**src/rtl/pfqueue.sv**
```systemverilog
// pfqueue: in-order instruction queue between the prefetch cache and the
// decoder. Entries {illegal, pc, instruction} live in a small circular buffer
// addressed by LGDEPTH+1 bit pointers; the extra MSB separates full from
// empty. A bus-error entry poisons the queue so nothing further is accepted
// until a flush, while entries ahead of it still drain normally.
//
// Handshake: upstream transfers when i_v && o_stall_n; the decoder takes the
// head when o_v && i_stall_n. o_stall_n and all head outputs depend only on
// registered state, never on i_v or i_stall_n in the same cycle.
module pfqueue #(
  parameter int LGDEPTH = 2,
  parameter int AW      = 24,
  parameter int BUSW    = 32
) (
  input  logic               i_clk,
  input  logic               i_rst_n,
  input  logic               i_flush,
  input  logic               i_v,
  input  logic [BUSW-1:0]    i_i,
  input  logic [AW-1:0]      i_pc,
  input  logic               i_illegal,
  output logic               o_stall_n,
  output logic               o_v,
  output logic [BUSW-1:0]    o_i,
  output logic [AW-1:0]      o_pc,
  output logic               o_illegal,
  input  logic               i_stall_n,
  output logic [LGDEPTH:0]   o_fill
);

  localparam int                D       = 1 << LGDEPTH;
  localparam int                EW      = 1 + AW + BUSW;
  localparam logic [LGDEPTH:0]  FULL_LV = (LGDEPTH+1)'(D);
  localparam logic [LGDEPTH:0]  PTR_ONE = (LGDEPTH+1)'(1);
  localparam logic [BUSW-1:0]   NOOP    = BUSW'(32'h7600_0000);

  logic [LGDEPTH:0] wrptr;
  logic [LGDEPTH:0] rdptr;
  logic             poisoned;
  logic [EW-1:0]    mem [D];
  logic [EW-1:0]    head;
  logic             full;
  logic             push;
  logic             pop;

  // Occupancy and flow control derived from registered state only.
  always_comb begin
    o_fill    = wrptr - rdptr;
    full      = (o_fill == FULL_LV);
    o_v       = (o_fill != '0);
    o_stall_n = !full && !poisoned;
    push      = i_v && o_stall_n && !i_flush && i_rst_n;
    pop       = o_v && i_stall_n && !i_flush && i_rst_n;
  end

  // Pointer and poison bookkeeping; reset and flush both empty the queue.
  always_ff @(posedge i_clk) begin
    if (!i_rst_n || i_flush) begin
      wrptr    <= '0;
      rdptr    <= '0;
      poisoned <= 1'b0;
    end else begin
      if (push) begin
        wrptr <= wrptr + PTR_ONE;
        if (i_illegal) poisoned <= 1'b1;
      end
      if (pop) rdptr <= rdptr + PTR_ONE;
    end
  end

  // Storage write; no reset so the array maps onto distributed RAM.
  always_ff @(posedge i_clk) begin
    if (push) mem[wrptr[LGDEPTH-1:0]] <= {i_illegal, i_pc, i_i};
  end

  // Head presentation: stored entry when valid, otherwise a NOOP at PC 0.
  always_comb begin
    head      = mem[rdptr[LGDEPTH-1:0]];
    o_i       = NOOP;
    o_pc      = '0;
    o_illegal = 1'b0;
    if (o_v) begin
      o_i       = head[BUSW-1:0];
      o_pc      = head[AW+BUSW-1:BUSW];
      o_illegal = head[EW-1];
    end
  end

endmodule

```
**config.mk**
```make
export PLATFORM = sky130hd
export DESIGN_NAME = pfqueue
export DESIGN_NICKNAME = d
export VERILOG_FILES = /design/src/rtl/pfqueue.sv
export SDC_FILE = /design/constraint.sdc
export NUM_CORES = 1
export LEC_CHECK = 0
export BUFFER_PORTS_ARGS = -buffer_cell sky130_fd_sc_hd__buf_4
export CAP_MARGIN = 5
export CORE_MARGIN = 2
export CORE_UTILIZATION = 51
export CTS_CLUSTER_SIZE = 25
export DETAILED_ROUTE_END_ITERATION = 12
export PLACE_DENSITY = 0.82
export SETUP_SLACK_MARGIN = 0.02
export SYNTH_ARGS = -nofsm -noshare
export SYNTH_HDL_FRONTEND = slang
export SYNTH_SLANG_ARGS = --single-unit
```
**constraint.sdc**
```tcl
create_clock -name i_clk -period 3.5 [get_ports i_clk]
set_input_delay 0.35 -clock i_clk [delete_from_list [all_inputs] [get_ports i_clk]]
set_output_delay 0.35 -clock i_clk [all_outputs]
set_load 0.005 [all_outputs]
```
Word level (Yosys, flattened, before mapping)

Memories as Yosys holds them, arrays and structs flattened. A register that Yosys moved wholly into a read port is not among the register bits.
Index checks and enable logic that the tools add are counted.

Register bits after elaboration: 7
Bits in latches: 0
Memories kept: 1
Memory bits (read-only): 0
Word-level logic and storage cells: 29
Output and inout port bits: 62
Bits in writable memories: 228

Reduce and logical (&&, ||, !) cells: 14
Add/sub/neg operators: 3
Shift operators: 0
Divide/modulo/power cells: 0
Equality and inequality tests: 1
Mux-type cells: 7
Multiply operators: 0
$lt $le $gt $ge: 0
Bitwise logic cells: 0

Memories:

| memory | depth | bits a word | read ports | clocked after Yosys merged registers in | write ports | line | RTL |
|---|---|---|---|---|---|---|---|
| mem    | 4     | 57          | 1          | 1                                       | 1           | 40   | `logic [EW-1:0] mem [D];` |

Operator list:

| cell                | number |
|---|---|
| $mux 32             | 1 |
| $mux 24             | 1 |
| $logic_and 1x1->1   | 7 |
| $add 3x1->3 const B | 2 |
| $logic_not 1->1     | 4 |
| $mux 2              | 2 |
| $eq 3x3->1 const B  | 1 |
| $mux 1              | 3 |
| $reduce_bool 3->1   | 1 |
| $sub 3x3->3         | 1 |
| $reduce_and 2->1    | 1 |
| $logic_or 1x1->1    | 1 |

Logic depth before layout (Yosys ltp)

Depth after elaboration: 9
Gate-level depth with buffers: 8
Gate-level depth less buffers: 6

Worst setup path after synthesis

Ideal clock, no wire load.

Path kind: register to register
Start point: register wrptr[0]
End point: memory mem[3][0] in the netlist's numbering (enable)
Cell stages (with the launch flop): 7
Arrival time: 3085 ps
Required time: 3079 ps
Setup slack: -5 ps
Cell sequence: dfxtp_1 -> inv_1 -> ha_1 -> fa_1 -> xor3_2 -> a211oi_1 -> and2_1

Longest elaborated chain between the ends: 9

RTL lines:

| element                         | line | RTL |
|---|---|---|
| start: declaration              | 37   | `logic [LGDEPTH:0] wrptr;` |
| start signal: assignment        | 64   | `wrptr <= wrptr + PTR_ONE;` |
| $sub 3x3->3                     | 48   | `o_fill = wrptr - rdptr;` |
| net o_fill[2]                   | 28   | `output logic [LGDEPTH:0] o_fill` |
| $eq 3x3->1                      | 49   | `full = (o_fill == FULL_LV);` |
| $logic_not 1->1                 | 51   | `o_stall_n = !full && !poisoned;` |
| $logic_and 1x1->1               | 51   |  |
| $logic_and 1x1->1 (3 in series) | 52   | `push = i_v && o_stall_n && !i_flush && i_rst_n;` |
| $mux 1                          | 73   | `if (push) mem[wrptr[LGDEPTH-1:0]] <= {i_illegal, i_pc, i_i};` |
| $mux 1 (not written as such)    | 73   |  |
| end: declaration                | 40   |  |

The timed path passes the listed nets, and every way through them passes these cells.

Worst setup path after layout

Start point: register wrptr[0]
End point: output port o_i[28]

Longest elaborated chain between the ends: 3

RTL lines:

| element           | line | RTL |
|---|---|---|
| $sub 3x3->3       | 48   |  |
| $reduce_bool 3->1 | 50   | `o_v = (o_fill != '0);` |
| $mux 32           | 82   | `if (o_v) begin` |
| end: declaration  | 24   | `output logic [BUSW-1:0] o_i,` |

No other way between the ends.

==> impl_metrics.env <==
export IMPL_status="complete, no violations"
export IMPL_synthMuxAreaShare_pct=14.7
export IMPL_wl_per_cell_um=20.2
export IMPL_io_buffers=123
export IMPL_cts_resized_gates=0
export IMPL_slew_headroom_pct=54.3
export IMPL_hold_depth=1
export IMPL_drt_initial_drc_count=345
export IMPL_cts_setup_buffers=0
export IMPL_critPathKind="register to output port"
export IMPL_core_sq_um=17800
export IMPL_grt_overflow=0
export IMPL_endpoint_kind="output port"
export IMPL_power_density_nw_per_um2=515
export IMPL_min_period_over_period_pct=90.6
export IMPL_cts_hold_buffers=0
export IMPL_cp_start_kind="register"
export IMPL_max_cap_violations=0
export IMPL_max_freq_mhz=315
export IMPL_wl_mm=16.3
export IMPL_grt_max_degree=40
export IMPL_antenna_found_initial=1
export IMPL_yosysSeqAreaShare_pct=76.6
export IMPL_setup_slack_ps=330
export IMPL_irDropWorstVdd_mv=0.362
export IMPL_core_rowCount=49
export IMPL_period_minus_slack_ps=3170
export IMPL_r2r_start="wrptr[0]$_SDFFE_PP0P_"
export IMPL_first_pass_iters=5
export IMPL_clock_root_buffer="clkbuf_16"
export IMPL_yosys_area_share_simple_pct=5.14
export IMPL_arrival_ps=2820
export IMPL_final_nets=633
export IMPL_ys_flop_type="edfxtp_1"
export IMPL_synthXorXnorAreaFrac_pct=0.368
export IMPL_drv_slew=0
export IMPL_numCtsBuffers=23
export IMPL_yosys_warnings=0
export IMPL_setup_violations=0
export IMPL_p_leak_uw=0.00375
export IMPL_die_area_sq_um=19100
export IMPL_worstSkewPairLatency_ps=490
export IMPL_cts_htree_levels=1
export IMPL_dr_total_vias=4393
export IMPL_cp_required_ps=3150
export IMPL_drt_drc_violations_left=0
export IMPL_fin_tns_setup_ps=0
export IMPL_synthCells=420
export IMPL_cts_tree="yes"
export IMPL_total_power_uw=5700
export IMPL_hold_viol=0
export IMPL_grt_pass1_vias=4615
export IMPL_syn_to_final_growth_pct=20.9
export IMPL_avgViaCountPerCell=5.43
export IMPL_preCtsSetupSlack_ps=716
export IMPL_tightest_slew_ps=686
export IMPL_rsz0062_at_grt="false"
export IMPL_ys_seq_elements=237
export IMPL_cts_sinks=237
export IMPL_synth_cell_types=27
export IMPL_synth_edff_count=228
export IMPL_synth_top_family_by_area="multiplexers"
export IMPL_synth_fa_ha_area_share_pct=1.04
export IMPL_initial_utilization_pct=51.6
export IMPL_synth_compound_area_share_pct=0.669
export IMPL_clockBufferDepth=3
export IMPL_reg2reg_depth=7
export IMPL_dpl_hpwl_mm=10.4
export IMPL_fp_dieW_um=138
export IMPL_clkTransAtPathRegs_ps=60
export IMPL_worst_r2r_endpoint="mem[1][11]$_DFFE_PP_"
export IMPL_layout_drive_gt1_share_pct=40.7
export IMPL_n_antenna_cell=0
export IMPL_worstHoldStart="i_pc[1]"
export IMPL_async_flop_share_pct=0
export IMPL_r2r_slack_ps=710
export IMPL_nFillCells=1224
export IMPL_syn_area_per_cell_sq_um=21.8
export IMPL_path_max_fanout=38
export IMPL_pin_count=124
export IMPL_grtUsageTotal_pct=17.4
export IMPL_fin_skew_ps=10.4
export IMPL_gp_congestion=0.785
export IMPL_hold_path_end="mem[1][33]$_DFFE_PP_"
export IMPL_grt_pass1_wl_mm=25.8
export IMPL_synth_nets=489
export IMPL_hold_class="input port to register"
export IMPL_netlist_area_sq_um=9170
export IMPL_die_y_um=138
export IMPL_postRouteAntennaNets=0
-- synthesized netlist by cell type (all sizes together), types with 4 or more instances --
cell type | number | area, sq um
dfxtp | 9 | 180
mux2i | 6 | 60.1
edfxtp | 228 | 6850
nand2 | 11 | 41.3
mux4 | 57 | 1280
ha | 6 | 75.1
clkbuf | 4 | 15.0
buf | 15 | 103
nor2b | 53 | 332
inv | 5 | 18.8
or2 | 5 | 31.3
-- per-layer routing --
metal / up-vias / global-route usage (%) / wire [um] / share of wire, %
li1: 1980 / - / - / -
met1: 2237 / 23.9 / 6720 / 41
met2: 145 / 28.7 / 8230 / 50
met3: 29 / 4.05 / 1100 / 6.7
met4: 2 / 4.19 / 268 / 1.6
met5: - / 0 / 12 / 0.074
-- state kept, by name, summed over array words and instances, names as in the netlist, named ones only --
signal	flops
wrptr	3
mem	228
poisoned	1
rdptr	3
-- report_power, final --
group	leakage [uW]	switching (uW)	internal, uW
registers	0.00213	17.3	3140
clock network	0.000322	930	1230
logic	0.00129	174	210
total	0.00375	1120	4580
-- worst max path at each step --
stage / startpoint / to / slack [ps] / cells after the start
floorplan: wrptr[0]$_SDFFE_PP0P_ / mem[3][0]$_DFFE_PP_ / 600 / 6
global placement: wrptr[0]$_SDFFE_PP0P_ / mem[2][47]$_DFFE_PP_ / 800 / 7
detailed placement: wrptr[0]$_SDFFE_PP0P_ / mem[1][47]$_DFFE_PP_ / 720 / 7
CTS: wrptr[0]$_SDFFE_PP0P_ / o_i[28] / 310 / 8
global route: wrptr[0]$_SDFFE_PP0P_ / o_i[30] / 190 / 8
finish: wrptr[0]$_SDFFE_PP0P_ / o_i[28] / 330 / 8
-- cells in the final DEF (no fill, tap or decap), drive strengths merged, types with 3 or more instances in the layout --
master,n
edfxtp,228
buf,138
mux4,57
nor2b,53
clkbuf,32
nand2,11
dfxtp,9
clkinv,8
mux2i,6
ha,6
inv,6
or2,5
nand2b,3
and3,3
and2,3
a21oi,3
-- cells by family (layout without fill, tap and decap cells) --
| family | after synthesis | in the layout |
|---|---|---|
| flops | 237 | 237 |
| simple gates | 79 | 79 |
| mux | 63 | 63 |
| buf+inv | 24 | 184 |
| compound gates | 8 | 8 |
| fa+ha+maj | 7 | 7 |
| xor+xnor | 2 | 2 |
-- through the flow --
stage,instance area [sq um],utilization (%),instances,hold slack (ps)
floorplan,9170,-,420,449
global placement,10400,58.6,768,481
detailed placement,10400,58.6,768,507
CTS,11100,62.3,809,42.4
global route,11100,62.3,809,41.3
finish,11100,62.3,809,52.9
-- layout make-up --
cell class / instances / area (sq um) / share of cell area (%)
clock buffer: 32 / 619 / 5.59
timing repair buffer: 138 / 1070 / 9.69
inverter: 5 / 18.8 / 0.169
multi-input combinational: 159 / 2010 / 18.1
clock inverter: 9 / 41.3 / 0.373
tap: 229 / 287 / 2.59
sequential: 237 / 7030 / 63.5
-- worst max-delay path, cell delays in order, from the launching register on --
cell,delay (ps)
dfxtp_1,390
inv_1,110
ha_1,230
fa_1,420
xor3_2,340
nor2_4,150
buf_4,380
or2_2,190
buf_4,100
Power figures use the tool's default switching activity.
